<file path="src/rtl/mrd_pingpong_sched.sv">
// mrd_pingpong_sched
// Packet-level ping-pong scheduler sitting in front of the two memory engines
// of the Mixed Radix DFT core. Each input packet is steered whole to one idle
// engine; the engine index is recorded in a small order FIFO when the packet's
// last beat has been forwarded. The two engine output streams are merged back
// into a single stream in that recorded order. Output beats that arrive out of
// order are discarded and flagged.
//
// Ports
//   clk, rst                       clock, asynchronous active-high reset
//   in_valid/in_sop/in_eop         input stream qualifiers
//   in_real/in_imag                input sample (wDATA bits each)
//   in_size                        DFT size index, sampled on the sop beat
//   in_ready                       a new packet sop can be accepted
//   e_sink_ready[1:0]              per-engine idle/ready
//   e_valid/e_sop/e_eop[1:0]       per-engine gated stream qualifiers
//   e_real/e_imag/e_size           sample and size broadcast to both engines
//   eo_valid/eo_sop/eo_eop[1:0]    per-engine output qualifiers
//   eo_real/eo_imag/eo_exp         engine outputs, engine i in slice i
//   out_valid/out_sop/out_eop      merged output qualifiers
//   out_real/out_imag/out_exp      merged output sample and block exponent
//   out_eng                        engine that produced the current beat
//   err_order                      pulse: an engine output beat was discarded
//   err_timeout                    pulse: an input packet was abandoned

module mrd_pingpong_sched #(
  parameter int wDATA     = 18,
  parameter int wEXP      = 4,
  parameter int ORD_DEPTH = 4,
  parameter int TIMEOUT   = 4096
) (
  input  logic                clk,
  input  logic                rst,
  input  logic                in_valid,
  input  logic                in_sop,
  input  logic                in_eop,
  input  logic [wDATA-1:0]    in_real,
  input  logic [wDATA-1:0]    in_imag,
  input  logic [5:0]          in_size,
  output logic                in_ready,
  input  logic [1:0]          e_sink_ready,
  output logic [1:0]          e_valid,
  output logic [1:0]          e_sop,
  output logic [1:0]          e_eop,
  output logic [wDATA-1:0]    e_real,
  output logic [wDATA-1:0]    e_imag,
  output logic [5:0]          e_size,
  input  logic [1:0]          eo_valid,
  input  logic [1:0]          eo_sop,
  input  logic [1:0]          eo_eop,
  input  logic [2*wDATA-1:0]  eo_real,
  input  logic [2*wDATA-1:0]  eo_imag,
  input  logic [2*wEXP-1:0]   eo_exp,
  output logic                out_valid,
  output logic                out_sop,
  output logic                out_eop,
  output logic [wDATA-1:0]    out_real,
  output logic [wDATA-1:0]    out_imag,
  output logic [wEXP-1:0]     out_exp,
  output logic                out_eng,
  output logic                err_order,
  output logic                err_timeout
);

  localparam int PW = $clog2(ORD_DEPTH);
  localparam int CW = PW + 1;
  localparam int TW = $clog2(TIMEOUT);

  typedef enum logic [1:0] {IDLE, RT0, RT1} state_t;

  state_t          state, state_nxt;
  logic            pref;
  logic [TW-1:0]   to_cnt;

  logic            tgt_ok, tgt;
  logic            fwd, fwd_sop, fwd_eng, push, to_hit;

  logic [ORD_DEPTH-1:0] ord_mem;
  logic [PW-1:0]   wr_ptr, rd_ptr;
  logic [CW-1:0]   ord_cnt;
  logic            fifo_ne, head, pass, pop, stray;

  // Target engine: the preferred one if it is ready, otherwise the other one.
  // NOTE: every signal written in an always_comb gets a default at the top so
  // no path leaves it unassigned and no latch is inferred.
  always_comb begin
    tgt_ok = 1'b1;
    tgt    = pref;
    if (e_sink_ready[pref]) begin
      tgt = pref;
    end else if (e_sink_ready[~pref]) begin
      tgt = ~pref;
    end else begin
      tgt_ok = 1'b0;
    end
  end

  // Gated by rst so that every output reads 0 while reset is held.
  assign in_ready = (state == IDLE) && tgt_ok && (ord_cnt < CW'(ORD_DEPTH)) && !rst;

  // Input FSM: next state and per-beat forwarding controls.
  always_comb begin
    state_nxt = state;
    fwd       = 1'b0;
    fwd_sop   = 1'b0;
    fwd_eng   = 1'b0;
    push      = 1'b0;
    to_hit    = 1'b0;
    unique case (state)
      IDLE: begin
        fwd_eng = tgt;
        if (in_valid && in_sop && in_ready) begin
          fwd     = 1'b1;
          fwd_sop = 1'b1;
          if (in_eop) push = 1'b1;                  // single-beat packet
          else        state_nxt = tgt ? RT1 : RT0;
        end
      end
      RT0, RT1: begin
        fwd_eng = (state == RT1);
        if (in_valid) begin
          fwd = 1'b1;                               // a stray sop is plain data here
          if (in_eop) begin
            push      = 1'b1;
            state_nxt = IDLE;
          end
        end else if (to_cnt == TW'(TIMEOUT - 1)) begin
          to_hit    = 1'b1;
          state_nxt = IDLE;
        end
      end
      default: state_nxt = IDLE;
    endcase
  end

  // Input side registers: FSM, preference, timeout counter, engine interface.
  // NOTE: clocked state uses non-blocking assignments only, so every register
  // sees the pre-edge values of the others regardless of statement order.
  always_ff @(posedge clk or posedge rst) begin
    if (rst) begin
      state       <= IDLE;
      pref        <= 1'b0;
      to_cnt      <= '0;
      err_timeout <= 1'b0;
      e_valid     <= '0;
      e_sop       <= '0;
      e_eop       <= '0;
      e_real      <= '0;
      e_imag      <= '0;
      e_size      <= '0;
    end else begin
      state       <= state_nxt;
      err_timeout <= to_hit;
      if (fwd_sop) pref <= ~tgt;
      if (state == IDLE || in_valid || to_hit) to_cnt <= '0;
      else                                      to_cnt <= to_cnt + TW'(1);
      e_valid <= '0;
      e_sop   <= '0;
      e_eop   <= '0;
      if (fwd) begin
        e_valid[fwd_eng] <= 1'b1;
        e_sop[fwd_eng]   <= fwd_sop;
        e_eop[fwd_eng]   <= in_eop;
        e_real           <= in_real;
        e_imag           <= in_imag;
        if (fwd_sop) e_size <= in_size;             // held for the whole packet
      end
    end
  end

  // Order FIFO control. The head is only consulted when the FIFO is non-empty.
  assign fifo_ne = (ord_cnt != '0);
  assign head    = ord_mem[rd_ptr];
  assign pass    = fifo_ne && eo_valid[head];
  assign pop     = pass && eo_eop[head];
  assign stray   = fifo_ne ? eo_valid[~head] : |eo_valid;

  always_ff @(posedge clk or posedge rst) begin
    if (rst) begin
      wr_ptr  <= '0;
      rd_ptr  <= '0;
      ord_cnt <= '0;
    end else begin
      if (push) wr_ptr <= wr_ptr + PW'(1);
      if (pop)  rd_ptr <= rd_ptr + PW'(1);
      case ({push, pop})
        2'b10:   ord_cnt <= ord_cnt + CW'(1);
        2'b01:   ord_cnt <= ord_cnt - CW'(1);
        default: ord_cnt <= ord_cnt;
      endcase
    end
  end

  // NOTE: the FIFO storage has no reset; the pointers and count are reset and
  // an entry is never read before it has been written.
  always_ff @(posedge clk) begin
    if (push) ord_mem[wr_ptr] <= fwd_eng;
  end

  // Output merge: pass the head engine's beat, discard anything else.
  always_ff @(posedge clk or posedge rst) begin
    if (rst) begin
      out_valid <= 1'b0;
      out_sop   <= 1'b0;
      out_eop   <= 1'b0;
      out_real  <= '0;
      out_imag  <= '0;
      out_exp   <= '0;
      out_eng   <= 1'b0;
      err_order <= 1'b0;
    end else begin
      out_valid <= pass;
      out_sop   <= pass && eo_sop[head];
      out_eop   <= pop;
      err_order <= stray;
      if (pass) begin
        out_real <= head ? eo_real[2*wDATA-1:wDATA] : eo_real[wDATA-1:0];
        out_imag <= head ? eo_imag[2*wDATA-1:wDATA] : eo_imag[wDATA-1:0];
        out_exp  <= head ? eo_exp[2*wEXP-1:wEXP]    : eo_exp[wEXP-1:0];
        out_eng  <= head;
      end
    end
  end

endmodule

</file>
<file path="config.mk">
export PLATFORM = sky130hd
export DESIGN_NAME = mrd_pingpong_sched
export DESIGN_NICKNAME = d
export VERILOG_FILES = /design/src/rtl/mrd_pingpong_sched.sv
export SDC_FILE = /design/constraint.sdc
export NUM_CORES = 1
export LEC_CHECK = 0
export ABC_CLOCK_PERIOD_IN_PS = 6750
export CELL_PAD_IN_SITES_DETAIL_PLACEMENT = 0
export CELL_PAD_IN_SITES_GLOBAL_PLACEMENT = 1
export CORE_UTILIZATION = 35
export CTS_CLUSTER_DIAMETER = 60
export DETAILED_ROUTE_END_ITERATION = 8
export GPL_TIMING_DRIVEN = 0
export MAX_ROUTING_LAYER = met4
export PLACE_DENSITY = 0.89
export RECOVER_POWER = 50
export SLEW_MARGIN = 0
export SYNTH_ARGS = -nofsm -noshare
export SYNTH_HDL_FRONTEND = slang
export SYNTH_SLANG_ARGS = --single-unit
</file>
<file path="constraint.sdc">
create_clock -name clk -period 6.75 [get_ports clk]
set_input_delay 1.35 -clock clk [delete_from_list [all_inputs] [get_ports clk]]
set_output_delay 1.35 -clock clk [all_outputs]
set_load 0.1 [all_outputs]
</file>
==> impl_metrics.toml, run 1 <==
[setup_path]
crit-reg2reg-capture = "ord_cnt[2]"
cp_slowest_cell = "clkdlybuf4s50_1"
crit_path_max_incr_delay_ns = 1.16
path_buf_inv = 2
crit_family = "buffers and inverters"
crit_required_ns = 5.40
critPathKind = "input port to output pin"
start_kind = "input port"
critPathArrivalTime_ns = 3.29
end_kind = "output pin"
critPathMaxFanout = 3
crit_path_cell_trace = "dlygate4sd3_1, nor3_1, clkdlybuf4s50_1"
worst_r2r_startpoint = "state[1]"
reg2reg_setup_slack_ns = 3.81
reg2reg_depth = 13

[logic_synthesis]
synthArstFlopShare = 0.967
yosysSeqAreaShare = 0.572
synth.avg_cell_area_um2 = 12.4
yosysTopAreaCell = "dfrtp_1"
synth-main-ff-cell = "dfrtp_1"
syn-cell-area_mm2 = 0.00529
synth_top_area_frac = 0.549
synthTopCellsByArea = "dfrtp_1 55%, mux2_1 9.4%, mux2i_1 8.3%, nand2_1 3.9%, o21ai_1 2.8%"
syn_inst = 426
synth_edf_count = 4
yosys_warnings = 0
synth_cell_types = 42
ys_ff_latch = 120
syn_nets = 571

[floorplan]
start_util = 0.361
fp.dieH_um = 125
core_area_mm2 = 0.0146
fp.dieW_um = 125
ios = 230
rows = 44
die-area_mm2 = 0.0156

[finish]
nets = 820
area_growth_pct = 58.4
antennaDiodeCount = 0
layout-drive-gt1-share = 0.0713

[timing]
period_share = 0.687
setup_slack_ns = 2.11
worst_slew_pin_slew_ns = 2.22
max_freq_mhz = 216
relSlewSlack = -0.480
fin_setup_tns_ns = 0
rsz0062_at_grt = "false"
drv_slew = 93
hold_ws_ns = 0.454
period_needed_ns = 4.64
hold_viol_final = 0
worst_clock_skew_ns = 0.00595
final-setup-viol-count = 0

[drt]
wire_per_inst_um = 15.3
ant_nets = 0
via_count = 4020
dr.pass1.iters = 6
drt_iter0_drc = 128
drc_errors = 38
vias_per_cell = 4.62
wirelength_um = 13300

[clock_tree]
cts.htree.levels = 4
clkTransAtPathRegs_ns = 0.05
numClockSinks = 120
insertion_delay_ns = 0.41
cts_tree = "done"
cts-buffers-inserted = 17
cts_resized = 0
cts_root_buf = "clkbuf_16"
cts_max_path_buffers = 2
cts_post_setup_buffers_inserted = 0
postCtsHoldBufs = 0

[global_route]
grt_start_max_net_pins = 93
grt_pass1_vias = 4322
grt_util_all_layers = 0.186
grt_first_pass_wirelength_um = 21800
globalRouteOverflowTotal = 0
antenna_found_initial = 0

[min_path]
min_to = "to_cnt[0]"
hp-start = "to_cnt[0]"
hold_depth = 1
hold_path.class = "register to register"

[run]
maxCapViolCount = 1

[run_status]
status = "finished, violations left"
violations = "design-rule violations, max-capacitance violations, max-slew violations"

[placement]
pre_cts_ws_ns = 2.11
place_hpwl_um = 10100
port_buffers = 229
gp_congestion = 0.788
==> sequential cells by signal (all words and copies together), names as in the netlist, 2 cells and up <==
signal,cells
e_real,18
state,2
ord_mem,4
e_sop,2
rd_ptr,2
e_imag,18
out_imag,18
ord_cnt,3
out_real,18
wr_ptr,2
e_size,6
out_exp,4
e_eop,2
e_valid,2
to_cnt,12
==> cell usage in the layout, fill, tap and decap left out, types with 5 or more instances in the layout <==
| master | Yosys | routed |
|---|---|---|
| clkdlybuf4s50_1 | 0 | 226 |
| dfrtp_1 | 116 | 116 |
| nand2_1 | 55 | 56 |
| mux2_1 | 44 | 45 |
| mux2i_1 | 44 | 44 |
| o21ai_0 | 2 | 37 |
| nor2_1 | 20 | 20 |
| clkbuf_16 | 0 | 17 |
| clkbuf_1 | 2 | 9 |
| inv_1 | 10 | 9 |
| xor2_1 | 9 | 9 |
| ha_1 | 9 | 9 |
| buf_2 | 7 | 7 |
| xnor2_1 | 7 | 7 |
| nand3_1 | 6 | 6 |
| and2_1 | 7 | 6 |
| bufinv_16 | 0 | 5 |
==> per-stage QoR <==
step	area [um^2]	util	instances
after global routing	8370	0.572	871
after detailed placement	7840	0.535	840
after global placement	7810	0.533	839
after floorplan	5290	-	426
after CTS	8480	0.579	871
final	8370	0.572	871
==> cells by family after synthesis <==
logic type	Yosys count	share of synthesized area
xor gates and xnor gates	16	0.0265
muxes	90	0.184
adders and majority gates	10	0.0251
AOI/OAI and AO/OA	50	0.0568
buffers and inverters	31	0.0365
DFF	120	0.572
and+or+nand+nor	109	0.0990
==> area by class of cell <==
cell class	count	area [um^2]
inverter	12	46.3
sequential	120	3020
timing repair buffer	230	2300
clock inverter	9	170
tap	184	230
multi-input combinational	275	2020
clock buffer	22	474
buffer	19	114
fill	1211	6270
==> synthesized netlist by cell type, types with 7 or more instances <==
cell and count:
mux2i_1 44, mux2_1 44, buf_2 7, dfrtp_1 116
o21ai_1 30, o21ai_2 10, inv_1 10, xnor2_1 7
and2_1 7, ha_1 9, xor2_1 9, nor2_1 20
nand2_1 55
==> how the worst max path moves through the flow <==
stage                     depth (start not counted)  slack, ns            start           end
after global routing                              3       1.72              rst     e_real[0]
after CTS                                         4       2.11  e_sink_ready[1]      in_ready
after floorplan                                   2       1.93  e_sink_ready[0]      in_ready
final                                             3       2.11              rst      in_ready
after global placement                            2       0.64              rst  out_imag[12]
after detailed placement                          4       2.11  e_sink_ready[1]      in_ready
==> metal layers <==
metal  part of all wire  GRT usage
met4              0.020     0.0760
met1               0.39      0.198
met3              0.083     0.0683
met5                  0          -
met2               0.50      0.314
Power of run 1 is left out: the tool's default activity adds up to more than one toggle a clock period on the data nets, which glitch-free logic cannot reach.
==> inputs of run 2 (changes only) <==
ABC_CLOCK_PERIOD_IN_PS = 4500   (was 6750)
CORE_UTILIZATION = 32   (was 35)
PLACE_DENSITY = 0.83   (was 0.89)
clock period = 4.5 ns   (was 6.75 ns; I/O delays follow)
==> impl_metrics.toml, run 2 (same netlist as run 1, synthesis figures left out) <==
[run_status]
status = "finished, violations left"
violations = "max-capacitance violations, max-slew violations"

[global_route]
grt_pass1_vias = 4388
grt_util_all_layers = 0.172
grt_start_max_net_pins = 73
grt_first_pass_wirelength_um = 21300
globalRouteOverflowTotal = 0
antenna_found_initial = 0

[clock_tree]
insertion_delay_ns = 0.41
numClockSinks = 120
cts_tree = "done"
cts_post_setup_buffers_inserted = 0
postCtsHoldBufs = 0
cts_root_buf = "clkbuf_16"
cts_resized = 0
clkTransAtPathRegs_ns = 0.05
cts-buffers-inserted = 17
cts_max_path_buffers = 2
cts.htree.levels = 4

[floorplan]
die-area_mm2 = 0.0170
start_util = 0.330
rows = 46
fp.dieH_um = 131
core_area_mm2 = 0.0160
ios = 230
fp.dieW_um = 131

[setup_path]
end_kind = "output pin"
critPathKind = "input port to output pin"
crit_path_max_incr_delay_ns = 1.16
critPathArrivalTime_ns = 2.82
cp_slowest_cell = "clkdlybuf4s50_1"
start_kind = "input port"
crit_required_ns = 3.60
path_buf_inv = 2
critPathMaxFanout = 3
crit_family = "buffers and inverters"
crit_path_cell_trace = "dlygate4sd3_1, nor3_1, clkdlybuf4s50_1"

[drt]
wirelength_um = 13800
ant_nets = 0
highest_layer = "met4"
wl_met3_um = 1330
drt-met1-wl_um = 5770
wire_per_inst_um = 15.3
drc_errors = 0
vias_per_cell = 4.55
wl_met2_um = 6560
dr.pass1.iters = 4
via_count = 4111
drt_iter0_drc = 100

[timing]
period_share = 0.828
rsz0062_at_grt = "false"
drv_slew = 45
final-setup-viol-count = 0
period_needed_ns = 3.72
hold_viol_final = 0
max_freq_mhz = 268
fin_setup_tns_ns = 0
worst_clock_skew_ns = 0.00762
relSlewSlack = -0.378
worst_slew_pin_slew_ns = 2.06

[placement]
port_buffers = 229
gp_congestion = 0.772
place_hpwl_um = 10500

[min_path]
hold_path.class = "register to register"

[finish]
antennaDiodeCount = 0
final_common_cell = "clkdlybuf4s50_1"
area_growth_pct = 58.0
nets = 820
final_cell_mix = "227 x clkdlybuf4s50_1, 116 x dfrtp_1, 56 x nand2_1"
nFillCells = 1423
final_util = 0.522
layout-drive-gt1-share = 0.0712

[run]
maxCapViolCount = 1
## run 2: path summary, 6_finish.rpt
kind | startpoint | end | slack (ns) | cells after the start
setup / recovery | rst | in_ready | 0.78 | 3
hold / removal | to_cnt[0] | to_cnt[0] | 0.45 | 1
setup reg to reg | state[1] | ord_cnt[2] | 1.45 | 13
hold reg to reg | to_cnt[0] | to_cnt[0] | 0.45 | 1
max in group asynchronous | rst | to_cnt[5] | 1.90 | 3
min in group asynchronous | rst | state[1] | 1.55 | 2
## run 2: layout make-up
class	count	area (um^2)	area share
Sequential cell	120	3020	0.362
Inverter	12	46.3	0.00554
Clock buffer	21	470	0.0563
Tap cell	216	270	0.0324
Clock inverter	11	97.6	0.0117
Multi-Input combinational cell	275	2020	0.241
Buffer	19	109	0.0130
Timing Repair Buffer	230	2320	0.278
## run 2: per-layer routing
metal / vias to the layer above / GRT usage
met5: - / -
met4: 0 / 0.0561
li1: 1962 / -
met2: 186 / 0.289
met1: 1946 / 0.187
met3: 17 / 0.0635
## run 2: through the flow
stage | hold slack, ns | setup slack, ns | instance area, um^2 | instances
2_1_floorplan | 0.425 | 0.528 | 5290 | 426
3_3_place_gp | 0.439 | -1.10 | 7850 | 871
3_5_place_dp | 0.446 | 0.763 | 7880 | 872
4_1_cts | 0.454 | 0.761 | 8450 | 904
5_1_grt | 0.496 | 0.682 | 8350 | 904
6_report | 0.453 | 0.776 | 8350 | 904
Power of run 2 is left out for the same reason.
==> inputs of run 3 (changes only) <==
ABC_CLOCK_PERIOD_IN_PS = 3100   (was 4500)
CORE_UTILIZATION = 29   (was 32)
PLACE_DENSITY = 0.79   (was 0.83)
clock period = 3.1 ns   (was 4.5 ns; I/O delays follow)
==> impl_metrics.toml, run 3 (same netlist as run 1, synthesis figures left out) <==
[placement]
port_buffers = 229
place_hpwl_um = 10500
gp_congestion = 0.738
pre_cts_ws_ns = -0.211
place_area_mm2 = 0.00793

[setup_path]
cp_slowest_cell = "dfrtp_1"
critPathArrivalTime_ns = 3.10
worstSetupPathDepth = 13
end_kind = "register"
critPathKind = "register to register"
critPathMaxFanout = 7
crit_path_max_incr_delay_ns = 0.42
start_kind = "register"
path_buf_inv = 3
cpMostUsedCell = "inv_1"
reg2reg_depth = 13
crit_path_cell_trace = "inv_1, ha_1, o21ai_1, nor4b_4, nor2_1, nor3_4, inv_1, ha_1, inv_1, fa_1, xor2_1, nor2_1, xor2_1"
crit_required_ns = 3.39
crit_family = "simple AND/OR/NAND/NOR gates"

[timing]
drv_slew = 0
hold_ws_ns = 0.457
rsz0062_at_grt = "false"
max_freq_mhz = 355
final-setup-viol-count = 0
worst_clock_skew_ns = 0.00630
hold_viol_final = 0
setup_slack_ns = 0.284
period_needed_ns = 2.82
worst_slew_pin_slew_ns = 1.43
period_share = 0.908
relSlewSlack = 0.0446

[clock_tree]
clkTransAtPathRegs_ns = 0.05
cts-buffers-inserted = 17
cts.htree.levels = 4
postCtsHoldBufs = 0
cts_max_path_buffers = 2
insertion_delay_ns = 0.41
numClockSinks = 120
cts_tree = "done"
cts_root_buf = "clkbuf_16"

[floorplan]
rows = 48
core_area_mm2 = 0.0175
fp.dieW_um = 137
die-area_mm2 = 0.0188
ios = 230
start_util = 0.301
fp.dieH_um = 137

[global_route]
antenna_found_initial = 0
globalRouteOverflowTotal = 0
grt_start_max_net_pins = 33
grt_first_pass_wirelength_um = 21200
grt_pass1_vias = 4369
grt_util_all_layers = 0.155

[drt]
vias_per_cell = 4.47
drc_errors = 0
via_count = 4099
ant_nets = 0
drt_iter0_drc = 114
wirelength_um = 13700
wire_per_inst_um = 15.0
dr.pass1.iters = 4

[finish]
final_cell_mix = "227 x clkdlybuf4s50_1, 116 x dfrtp_1, 56 x nand2_1"
layout-drive-gt1-share = 0.0825
area_growth_pct = 60.6
final_common_cell = "clkdlybuf4s50_1"
nets = 823
fin_area_mm2 = 0.00849
final_util = 0.484
antennaDiodeCount = 0

[run_status]
status = "completed"

[run]
maxCapViolCount = 0

[min_path]
hold_depth = 1
hold_path.class = "register to register"
-- run 3: cell types whose count changed in the layout (fill, tap and decap cells not counted), moves of 2 or more --
cell,before,now
bufinv_16,1,4
clkbuf_2,0,3
buf_4,0,2
clkbuf_1,10,8
clkinv_4,3,1
o21ai_0,27,25
-- run 3: path summary, 6_finish.rpt --
path	slack [ns]	startpoint	endpoint
min in group asynchronous	1.09	rst	state[1]
min	0.46	to_cnt[0]	to_cnt[0]
max	0.28	state[1]	ord_cnt[2]
min reg2reg	0.46	to_cnt[0]	to_cnt[0]
max reg2reg	0.28	state[1]	ord_cnt[2]
max in group asynchronous	0.59	rst	out_real[1]
-- run 3: repair_timing --
action,CTS,global route
pin swaps,0,2
setup buffers,0,1
setup endpoints to repair,1,3
resized for setup,1,4
-- run 3: per-layer routing --
metal,wire (um),vias to the layer above,global-route usage
li1,-,1960,-
met1,5380,1960,0.163
met2,6890,154,0.265
met3,1200,25,0.0537
met4,240,0,0.0617
met5,0,-,-
-- run 3: final cells by class --
type	count	area [um^2]
inverter	12	46.3
fill	1590	9050
clock buffer	21	492
sequential	120	3020
multi-input combinational	275	2040
buffer	19	113
timing repair buffer	233	2320
tap	225	282
clock inverter	11	166
-- run 3: through the flow --
step                      setup TNS, ns  std cells
after global routing                  0        916
after floorplan                       0        426
after detailed placement         -0.453        883
final                                 0        916
after CTS                             0        915
after global placement           -10.09        880
Power of run 3 is left out for the same reason.
